**src/rtl/gpio_defs.sv**
```systemverilog
// Shared register map and bus width for the GPIO port peripheral.
package gpio_defs;

  localparam int GPIO_BUS_W    = 16;
  localparam int GPIO_NUM_REGS = 9;

  localparam logic [3:0] GPIO_IN      = 4'd0;
  localparam logic [3:0] GPIO_OUT     = 4'd1;
  localparam logic [3:0] GPIO_DIR     = 4'd2;
  localparam logic [3:0] GPIO_SET     = 4'd3;
  localparam logic [3:0] GPIO_CLR     = 4'd4;
  localparam logic [3:0] GPIO_TGL     = 4'd5;
  localparam logic [3:0] GPIO_RISE_EN = 4'd6;
  localparam logic [3:0] GPIO_FALL_EN = 4'd7;
  localparam logic [3:0] GPIO_PENDING = 4'd8;

endpackage

```
**src/rtl/sync_edge_detect.sv**
```systemverilog
// Pin synchroniser with per-bit edge detection, held off during warm-up
// so pins already high at reset do not look like rising edges.
module sync_edge_detect #(
  parameter int WIDTH       = 16,
  parameter int SYNC_STAGES = 2
) (
  input  logic             clk,
  input  logic             reset,
  input  logic [WIDTH-1:0] pad_in,
  output logic [WIDTH-1:0] level,
  output logic [WIDTH-1:0] rise,
  output logic [WIDTH-1:0] fall
);

  localparam int                CNT_W     = $clog2(SYNC_STAGES + 2);
  localparam logic [CNT_W-1:0]  WARM_DONE = CNT_W'(SYNC_STAGES + 1);

  logic [WIDTH-1:0] sync_q [SYNC_STAGES];
  logic [WIDTH-1:0] prev_q;
  logic [CNT_W-1:0] warm_q;
  logic [CNT_W-1:0] warm_d;
  logic             warm_done;

  // NOTE: non-blocking assignments let every stage sample its predecessor's
  // pre-edge value; blocking here would collapse the chain into one flop.
  always_ff @(posedge clk) begin
    if (reset) begin
      for (int i = 0; i < SYNC_STAGES; i++) sync_q[i] <= '0;
      prev_q <= '0;
      warm_q <= '0;
    end else begin
      sync_q[0] <= pad_in;
      for (int i = 1; i < SYNC_STAGES; i++) sync_q[i] <= sync_q[i-1];
      prev_q <= sync_q[SYNC_STAGES-1];
      warm_q <= warm_d;
    end
  end

  assign warm_done = (warm_q == WARM_DONE);
  assign warm_d    = warm_done ? warm_q : warm_q + CNT_W'(1);

  assign level = sync_q[SYNC_STAGES-1];
  assign rise  = warm_done ? (level & ~prev_q) : '0;
  assign fall  = warm_done ? (~level & prev_q) : '0;

endmodule

```
**src/rtl/gpio_port_irq.sv**
```systemverilog
// GPIO port for the J1 IO bus: OUT/DIR registers with atomic set/clear/toggle,
// synchronised inputs, edge-triggered W1C pending bits and one interrupt line.
module gpio_port_irq
  import gpio_defs::*;
#(
  parameter int WIDTH       = 16,
  parameter int SYNC_STAGES = 2
) (
  input  logic                  clk,
  input  logic                  reset,
  input  logic                  cs,
  input  logic [3:0]            regsel,
  input  logic                  io_wr,
  input  logic                  io_rd,
  input  logic [GPIO_BUS_W-1:0] io_dout,
  output logic [GPIO_BUS_W-1:0] io_din,
  input  logic [WIDTH-1:0]      pad_in,
  output logic [WIDTH-1:0]      pad_out,
  output logic [WIDTH-1:0]      pad_oe,
  output logic                  irq
);

  logic [WIDTH-1:0] out_q, out_d;
  logic [WIDTH-1:0] dir_q, dir_d;
  logic [WIDTH-1:0] rise_en_q, rise_en_d;
  logic [WIDTH-1:0] fall_en_q, fall_en_d;
  logic [WIDTH-1:0] pend_q, pend_d;
  logic             irq_q, irq_d;

  logic [WIDTH-1:0] in_level, in_rise, in_fall;
  logic [WIDTH-1:0] wdata, w1c_mask, rdata;
  logic             wr_en;

  // Reads are side-effect free and upper data bits are ignored for narrow ports.
  logic unused_bus;
  assign unused_bus = ^{io_rd, io_dout};

  sync_edge_detect #(
    .WIDTH       (WIDTH),
    .SYNC_STAGES (SYNC_STAGES)
  ) u_sync (
    .clk    (clk),
    .reset  (reset),
    .pad_in (pad_in),
    .level  (in_level),
    .rise   (in_rise),
    .fall   (in_fall)
  );

  assign wr_en = io_wr & cs;
  assign wdata = io_dout[WIDTH-1:0];

  // NOTE: every output of this block gets a default first, so no path through
  // the case statement can leave a value unassigned and infer a latch.
  always_comb begin
    out_d     = out_q;
    dir_d     = dir_q;
    rise_en_d = rise_en_q;
    fall_en_d = fall_en_q;
    w1c_mask  = '0;
    if (wr_en) begin
      case (regsel)
        GPIO_OUT:     out_d     = wdata;
        GPIO_DIR:     dir_d     = wdata;
        GPIO_SET:     out_d     = out_q | wdata;
        GPIO_CLR:     out_d     = out_q & ~wdata;
        GPIO_TGL:     out_d     = out_q ^ wdata;
        GPIO_RISE_EN: rise_en_d = wdata;
        GPIO_FALL_EN: fall_en_d = wdata;
        GPIO_PENDING: w1c_mask  = wdata;
        default:      ;
      endcase
    end
    // A new edge in the same cycle as its W1C keeps the bit set.
    pend_d = (pend_q & ~w1c_mask) | (in_rise & rise_en_q) | (in_fall & fall_en_q);
    irq_d  = |(pend_q & (rise_en_q | fall_en_q));
  end

  always_ff @(posedge clk) begin
    if (reset) begin
      out_q     <= '0;
      dir_q     <= '0;
      rise_en_q <= '0;
      fall_en_q <= '0;
      pend_q    <= '0;
      irq_q     <= 1'b0;
    end else begin
      out_q     <= out_d;
      dir_q     <= dir_d;
      rise_en_q <= rise_en_d;
      fall_en_q <= fall_en_d;
      pend_q    <= pend_d;
      irq_q     <= irq_d;
    end
  end

  always_comb begin
    rdata = '0;
    case (regsel)
      GPIO_IN:      rdata = in_level;
      GPIO_OUT,
      GPIO_SET,
      GPIO_CLR,
      GPIO_TGL:     rdata = out_q;
      GPIO_DIR:     rdata = dir_q;
      GPIO_RISE_EN: rdata = rise_en_q;
      GPIO_FALL_EN: rdata = fall_en_q;
      GPIO_PENDING: rdata = pend_q;
      default:      rdata = '0;
    endcase
    // Zero when deselected so top can OR this with other peripherals.
    io_din = '0;
    if (cs) io_din[WIDTH-1:0] = rdata;
  end

  assign pad_out = out_q;
  assign pad_oe  = dir_q;
  assign irq     = irq_q;

endmodule
```
**config.mk**
```make
export PLATFORM = sky130hd
export DESIGN_NAME = gpio_port_irq
export DESIGN_NICKNAME = d
export VERILOG_FILES = /design/src/rtl/gpio_defs.sv /design/src/rtl/sync_edge_detect.sv /design/src/rtl/gpio_port_irq.sv
export SDC_FILE = /design/constraint.sdc
export NUM_CORES = 1
export LEC_CHECK = 0
export BUFFER_PORTS_ARGS = -buffer_cell sky130_fd_sc_hd__buf_2
export CORE_UTILIZATION = 45
export DETAILED_ROUTE_END_ITERATION = 8
export PLACE_DENSITY = 0.68
export SETUP_SLACK_MARGIN = 0.4
export SLEW_MARGIN = 40
export SYNTH_ARGS = -nofsm -noshare
export SYNTH_HDL_FRONTEND = slang
export SYNTH_SLANG_ARGS = --single-unit
```
**constraint.sdc**
```tcl
create_clock -name clk -period 2.06 [get_ports clk]
set_input_delay 0 -clock clk [delete_from_list [all_inputs] [get_ports clk]]
set_output_delay 0 -clock clk [all_outputs]
set_load 0.05 [all_outputs]
```
==> impl_results.md, run 1 <==
* Die area at 0.0145 mm2
* Clock Tree Root: clkbuf_16
* Vert. Die Dim at 120 um
* Routed WL at 17.8 mm
* CTS buffer count at 17
* Part of the cycle the worst path needs at 80.5%
* First-pass GRT wire length at 28.3 mm
* GRT Util Overall at 25.3%
* CP required at 2.06 ns
* Status: completed
* Leakage at 3.09 nW
* Fin. max-slew vios at 0
* YS warnings at 0
* Initial Util at 46.8%
* Pwr/cell area at 768 mW/mm2
* Setup CP Type: flop to output pin
* Synth Cell Area at 0.00630 mm2
* Commonest cells after routing, fill and taps aside: dfxtp_1 (130), nand2_1 (117), buf_2 (86)
* Largest net degree at the start of global routing at 58
* Clock Latency Late Sink at 0.42 ns
* Top-Level Pins at 90
* Unrepaired setup endpoints after global routing: yes
* Final nets at 921
* Detailed Routing Iterations Pass 1 at 5
* Htree depth at 4
* Final worst setup slack at 0.403 ns
* Vias/cell at 5.56
* Sequential fraction of the synthesis area at 41.6%
* Post-CTS Setup Bufs at 0
* Hold slack at 0.0783 ns
* Fin util at 59.2%
* Die W at 120 um
* Syn Area/Cell at 8.55 um2
* Ant diodes at 0
* Vias in the first global route at 5587
* # rows at 42
* Synth Register Bits at 131
* Average wire per standard cell at 17.2 um
* Setup Skew at 0.00678 ns
* Crit start category: flop
* Residual DRC count at 0
* Type of element capturing the critical path: output pin
* Remaining antenna violation count at 0
* Placed inst area at 0.00697 mm2
* Worst-margin pin slew at 0.735 ns
* Worst vdd ir at 636 uV
* Core ar. at 0.0135 mm2
* Finished Cell Area at 0.00796 mm2
* Via count at 5757
* Clock Tree Buf Depth at 2
* GPL Wtd Cong at 0.854
* Total grt overflow at 0
* Clk slew on worst S/H paths at 0.06 ns
* Layout cells sized above 1 at 21.5%
* Initial antenna violation count at 0
* TritonCTS clock tree: yes
* Worst-path fanout max at 4
* Final setup TNS at 0 ns
* Slew HR at 51.0%
* Hpwl dp at 12.4 mm
* Top achievable clock speed at 603 MHz
* Clock Sinks at 131
* Setup violators final at 0
* Tightest Hold Check Type: input pin to flop
* Mapped Nets at 811
* Final Hold Viols at 0
* Cells after synthesis at 737
* Max-cap violation count at 0
* DR iter-0 viols at 543
* Arrival time at the worst endpoint at 1.66 ns
* Dpl ws at 0.315 ns
* Area grow syn2layout at 26.4%
* Final Critical Period at 1.66 ns
* Post-synth cell types at 40
* Port Buffers at 88
* Most common cell after layout, fill and taps aside: dfxtp_1
synth_stat cells, drive strengths merged:
| master | n | area, um2 |
|---|---|---|
| ha | 33 | 413 |
| o31ai | 1 | 7.51 |
| o22ai | 1 | 6.26 |
| clkbuf | 29 | 109 |
| nor4bb | 2 | 20.0 |
| and3 | 3 | 18.8 |
| nand3b | 16 | 120 |
| mux2i | 17 | 170 |
| xor2 | 1 | 8.76 |
| or3b | 1 | 8.76 |
| nor4 | 1 | 6.26 |
| a211oi | 14 | 155 |
| nand4 | 4 | 25.0 |
| nor3 | 1 | 5.00 |
| and4 | 1 | 8.76 |
| o211ai | 1 | 7.51 |
| and4b | 1 | 10.0 |
| a31oi | 1 | 6.26 |
| buf | 23 | 120 |
| inv | 33 | 124 |
| nand2b | 17 | 106 |
| a32o | 32 | 320 |
| dfxtp | 131 | 2620 |
| nor2 | 24 | 92.6 |
| nor2b | 64 | 400 |
| nor4b | 1 | 23.8 |
| or3 | 1 | 6.26 |
| a22oi | 17 | 128 |
| a221oi | 16 | 140 |
| a21oi | 80 | 404 |
| nand3 | 3 | 15.0 |
| nand2 | 117 | 439 |
| o21ai | 50 | 250 |
layout make-up:
cell class | instances | area (um2)
fill | 1201 | 5490
multi-input combinational | 521 | 3470
sequential | 131 | 2620
timing repair buffer | 143 | 942
clock buffer | 21 | 470
tap | 176 | 220
inverter | 33 | 124
clock inverter | 10 | 108
kinds of logic (layout without fill, tap and decap cells):
kind of cell / after synthesis / after routing / share of synthesized area, %
AO/OA/AOI/OAI: 213 / 213 / 22.6
flip-flops: 131 / 131 / 41.6
XOR/XNOR: 1 / 1 / 0.139
buffers and inverters: 85 / 207 / 5.60
adder cells (fa/ha/maj): 33 / 33 / 6.56
multiplexers: 17 / 17 / 2.70
AND/OR/NAND/NOR: 257 / 257 / 20.7
what timing repair did:
item / 4_1_cts / 5_1_grt
hold buffers: 32 / 0
resized for setup: 7 / 12
setup endpoints to repair: 7 / 16
hold endpoints to repair: 80 / 0
critical path: stages (launching register included):
cell and delay (ns):
dfxtp_1 0.42, mux2i_1 0.13, nor2_1 0.16, a221oi_2 0.06, a21oi_2 0.18, buf_2 0.29
per-layer routing:
layer | vias up | track usage (%) | wire length, um
met2 | 237 | 40.7 | 8180
met4 | 0 | 10.1 | 297
met3 | 28 | 6.13 | 1260
met5 | - | 0 | 0
met1 | 2700 | 32.6 | 8060
li1 | 2792 | - | -
state kept, by name, indices dropped and copies added (netlist names):
| name | flops |
|---|---|
| rise_en_q | 16 |
| u_sync.prev_q | 16 |
| irq | 1 |
| u_sync.warm_q | 2 |
| pad_out | 16 |
| fall_en_q | 16 |
| pend_q | 16 |
| pad_oe | 16 |
| u_sync.sync_q | 32 |
power breakdown:
part / internal [mW] / switching [mW] / leakage (nW)
Sequential: 2.60 / 0.0457 / 1.07
Clock: 1.85 / 1.07 / 0.281
Combinational: 0.210 / 0.331 / 1.74
Total: 4.66 / 1.45 / 3.09
path summary, 6_finish.rpt:
| path | startpoint | to | slack [ns] | depth (start not counted) |
|---|---|---|---|---|
| hold / removal | regsel[2] | pad_out[3] | 0.08 | 3 |
| setup / recovery | u_sync.sync_q[0][30] | io_din[14] | 0.40 | 5 |
| setup reg to reg | pad_out[3] | pad_out[3] | 0.58 | 6 |
| hold reg to reg | u_sync.sync_q[0][12] | u_sync.sync_q[0][28] | 0.43 | 1 |
through the flow:
stage	std cells	total power, mW
2_1_floorplan	737	3.01
3_3_place_gp	972	3.16
3_5_place_dp	972	3.18
4_1_cts	1035	6.14
5_1_grt	1035	6.33
6_report	1035	6.11
(Power assumes the default switching activity.)
==> inputs of run 2 (changes only) <==
--- a/config.mk
+++ b/config.mk
@@ -5,6 +5,7 @@
 export SDC_FILE = /design/constraint.sdc
 export NUM_CORES = 1
 export LEC_CHECK = 0
+export ABC_AREA = 1
 export BUFFER_PORTS_ARGS = -buffer_cell sky130_fd_sc_hd__buf_2
 export CORE_UTILIZATION = 45
 export DETAILED_ROUTE_END_ITERATION = 8
==> constraint.sdc (replaced) <==
create_clock -name clk -period 1.57 [get_ports clk]
set_input_delay 0 -clock clk [delete_from_list [all_inputs] [get_ports clk]]
set_output_delay 0 -clock clk [all_outputs]
set_load 0.05 [all_outputs]
==> impl_results.md, run 2 <==
* Status: completed
* Detailed Routing Iterations Pass 1 at 5
* Worst-path fanout max at 2
* Port Buffers at 88
* R2R Setup Slk at 0.43 ns
* Leakage at 4.00 nW
* # rows at 43
* Worst-margin pin slew at 0.628 ns
* CTS buffer count at 17
* Die W at 122 um
* Clk slew on worst S/H paths at 0.06 ns
* Crit start category: flop
* First-pass GRT wire length at 31.9 mm
* Part of the cycle the worst path needs at 84.8%
* Worst r2r src: rise_en_q[10]
* Average wire per standard cell at 15.9 um
* Die area at 0.0150 mm2
* Fin. max-slew vios at 0
* Post-synth EDFFs at 0
* Synth Cell Area at 0.00652 mm2
* Max-cap violation count at 0
* Worst vdd ir at 806 uV
* Biggest register: u_sync.sync_q
* Setup violators final at 0
* Largest net degree at the start of global routing at 49
* Pwr/cell area at 887 mW/mm2
* Final Critical Period at 1.33 ns
* Worst setup startpoint: u_sync.sync_q[0][28]
* Final Hold Viols at 0
* Initial Util at 46.6%
* Placed Instances at 1206
* Synth area leaders: dfxtp_1 (40%), nand2_1 (12%), nor2_1 (7.7%), a21oi_1 (7.6%), nand3_1 (7.5%)
* Commonest cells after routing, fill and taps aside: nand2_1 (194), nor2_1 (100), nand3_1 (92)
* Slew HR at 58.0%
* Register Area at 0.00277 mm2
* Clock Tree Buf Depth at 2
* DR iter-0 viols at 681
* Synth Register Bits at 131
* Area grow syn2layout at 45.2%
* Initial antenna violation count at 0
* Vert. Die Dim at 122 um
* Remaining antenna violation count at 0
* Vias in the first global route at 6130
* Post-synth cell types at 21
* Setup Skew at 0.00471 ns
* Ys flop type: dfxtp_1
* Final nets at 1204
* Layout cells sized above 1 at 35.9%
* TritonCTS clock tree: yes
* Final worst setup slack at 0.238 ns
* Vias/cell at 5.29
* Residual DRC count at 0
* Dpl ws at 0.203 ns
* Type of element capturing the critical path: output pin
* Filler instances at 1161
* Mapped Nets at 1036
* Post-synth top area cell: dfxtp_1
* Non-Filler Instances at 1323
* Routed WL at 21.1 mm
* CP required at 1.57 ns
* Hold slack at 0.0635 ns
* Arrival time at the worst endpoint at 1.33 ns
* Top-Level Pins at 90
* GRT Util Overall at 27.9%
* Htree depth at 4
* Most common cell after layout, fill and taps aside: nand2_1
* Hpwl dp at 13.1 mm
* Clock Latency Late Sink at 0.42 ns
* Total grt overflow at 0
* Clock Sinks at 131
* Top-area cell type share of the netlist area at 40.2%
* Power, Total at 8.40 mW
* Via count at 7004
* Setup CP Type: flop to output pin
* Tightest Hold Check Type: input pin to flop
* Cells after synthesis at 962
* Sequential fraction of the synthesis area at 40.2%
* Commonest cells in the netlist: nand2_1 (205), nor2_1 (133), dfxtp_1 (131)
* Unrepaired setup endpoints after global routing: yes
* Ant diodes at 0
* Most frequent cell after synthesis: nand2_1
* Asr flop ratio synth at 0%
* Core ar. at 0.0140 mm2
* YS warnings at 0
* Largest register FFs at 32
* Top achievable clock speed at 751 MHz
* Clock Tree Root: clkbuf_16
* Multi-input logic area at 0.00375 mm2
* Final setup TNS at 0 ns
* Hold_sp: io_wr
* GPL Wtd Cong at 0.867
* Syn Area/Cell at 6.77 um2
-- run 2: final cells by class --
cell class,count,share of cell area [%]
Clock buffer,26,5.73
Clock inverter,6,0.661
Inverter,121,4.97
Multi-Input combinational cell,660,39.7
Sequential cell,131,29.2
Tap cell,180,2.38
Timing Repair Buffer,199,17.4
-- run 2: metal layers --
layer,track usage [%],share of wire [%],wire length [um]
met5,0,0,0
met4,12.0,2.5,537
met3,6.64,9.2,1930
met2,42.1,45,9400
met1,37.8,44,9200
-- run 2: worst paths after layout --
check,endpoint,cells past startpoint
setup / recovery,io_din[12],5
hold / removal,pad_oe[14],5
setup reg to reg,irq,5
hold reg to reg,u_sync.sync_q[0][31],2
-- run 2: power by group --
part | internal, mW | total, mW | switching, mW
Combinational | 0.366 | 0.957 | 0.591
Sequential | 3.40 | 3.47 | 0.0693
Clock | 2.53 | 3.97 | 1.43
-- run 2: cell families after synthesis --
logic type	count (synthesis)	share of synthesized area (%)
compound gates	163	13.1
xor+xnor	1	0.134
fa+ha+maj	33	6.34
buf+inv	171	10.3
flops	131	40.2
simple gates	463	29.8
-- run 2: per-stage QoR --
stage	area [um2]	util (%)
6_report	9460	67.6
5_1_grt	9460	67.6
4_1_cts	9080	64.9
3_5_place_dp	7500	53.6
3_3_place_gp	7500	53.6
2_1_floorplan	6760	-
-- run 2: critical path: stages (launching register included) --
cell and delay (ns):
dfxtp_2 0.36, inv_2 0.06, nor2_2 0.10, a21oi_2 0.06, a21oi_4 0.16, buf_6 0.18
-- run 2: what timing repair did --
item                                   CTS  global route
pin swaps                               37            32
cloned                                   2             1
hold buffers                            33             0
setup buffers                           35            14
gates resized for setup                158            82
endpoints found under the hold margin   74             0
setup endpoints to repair               29            37
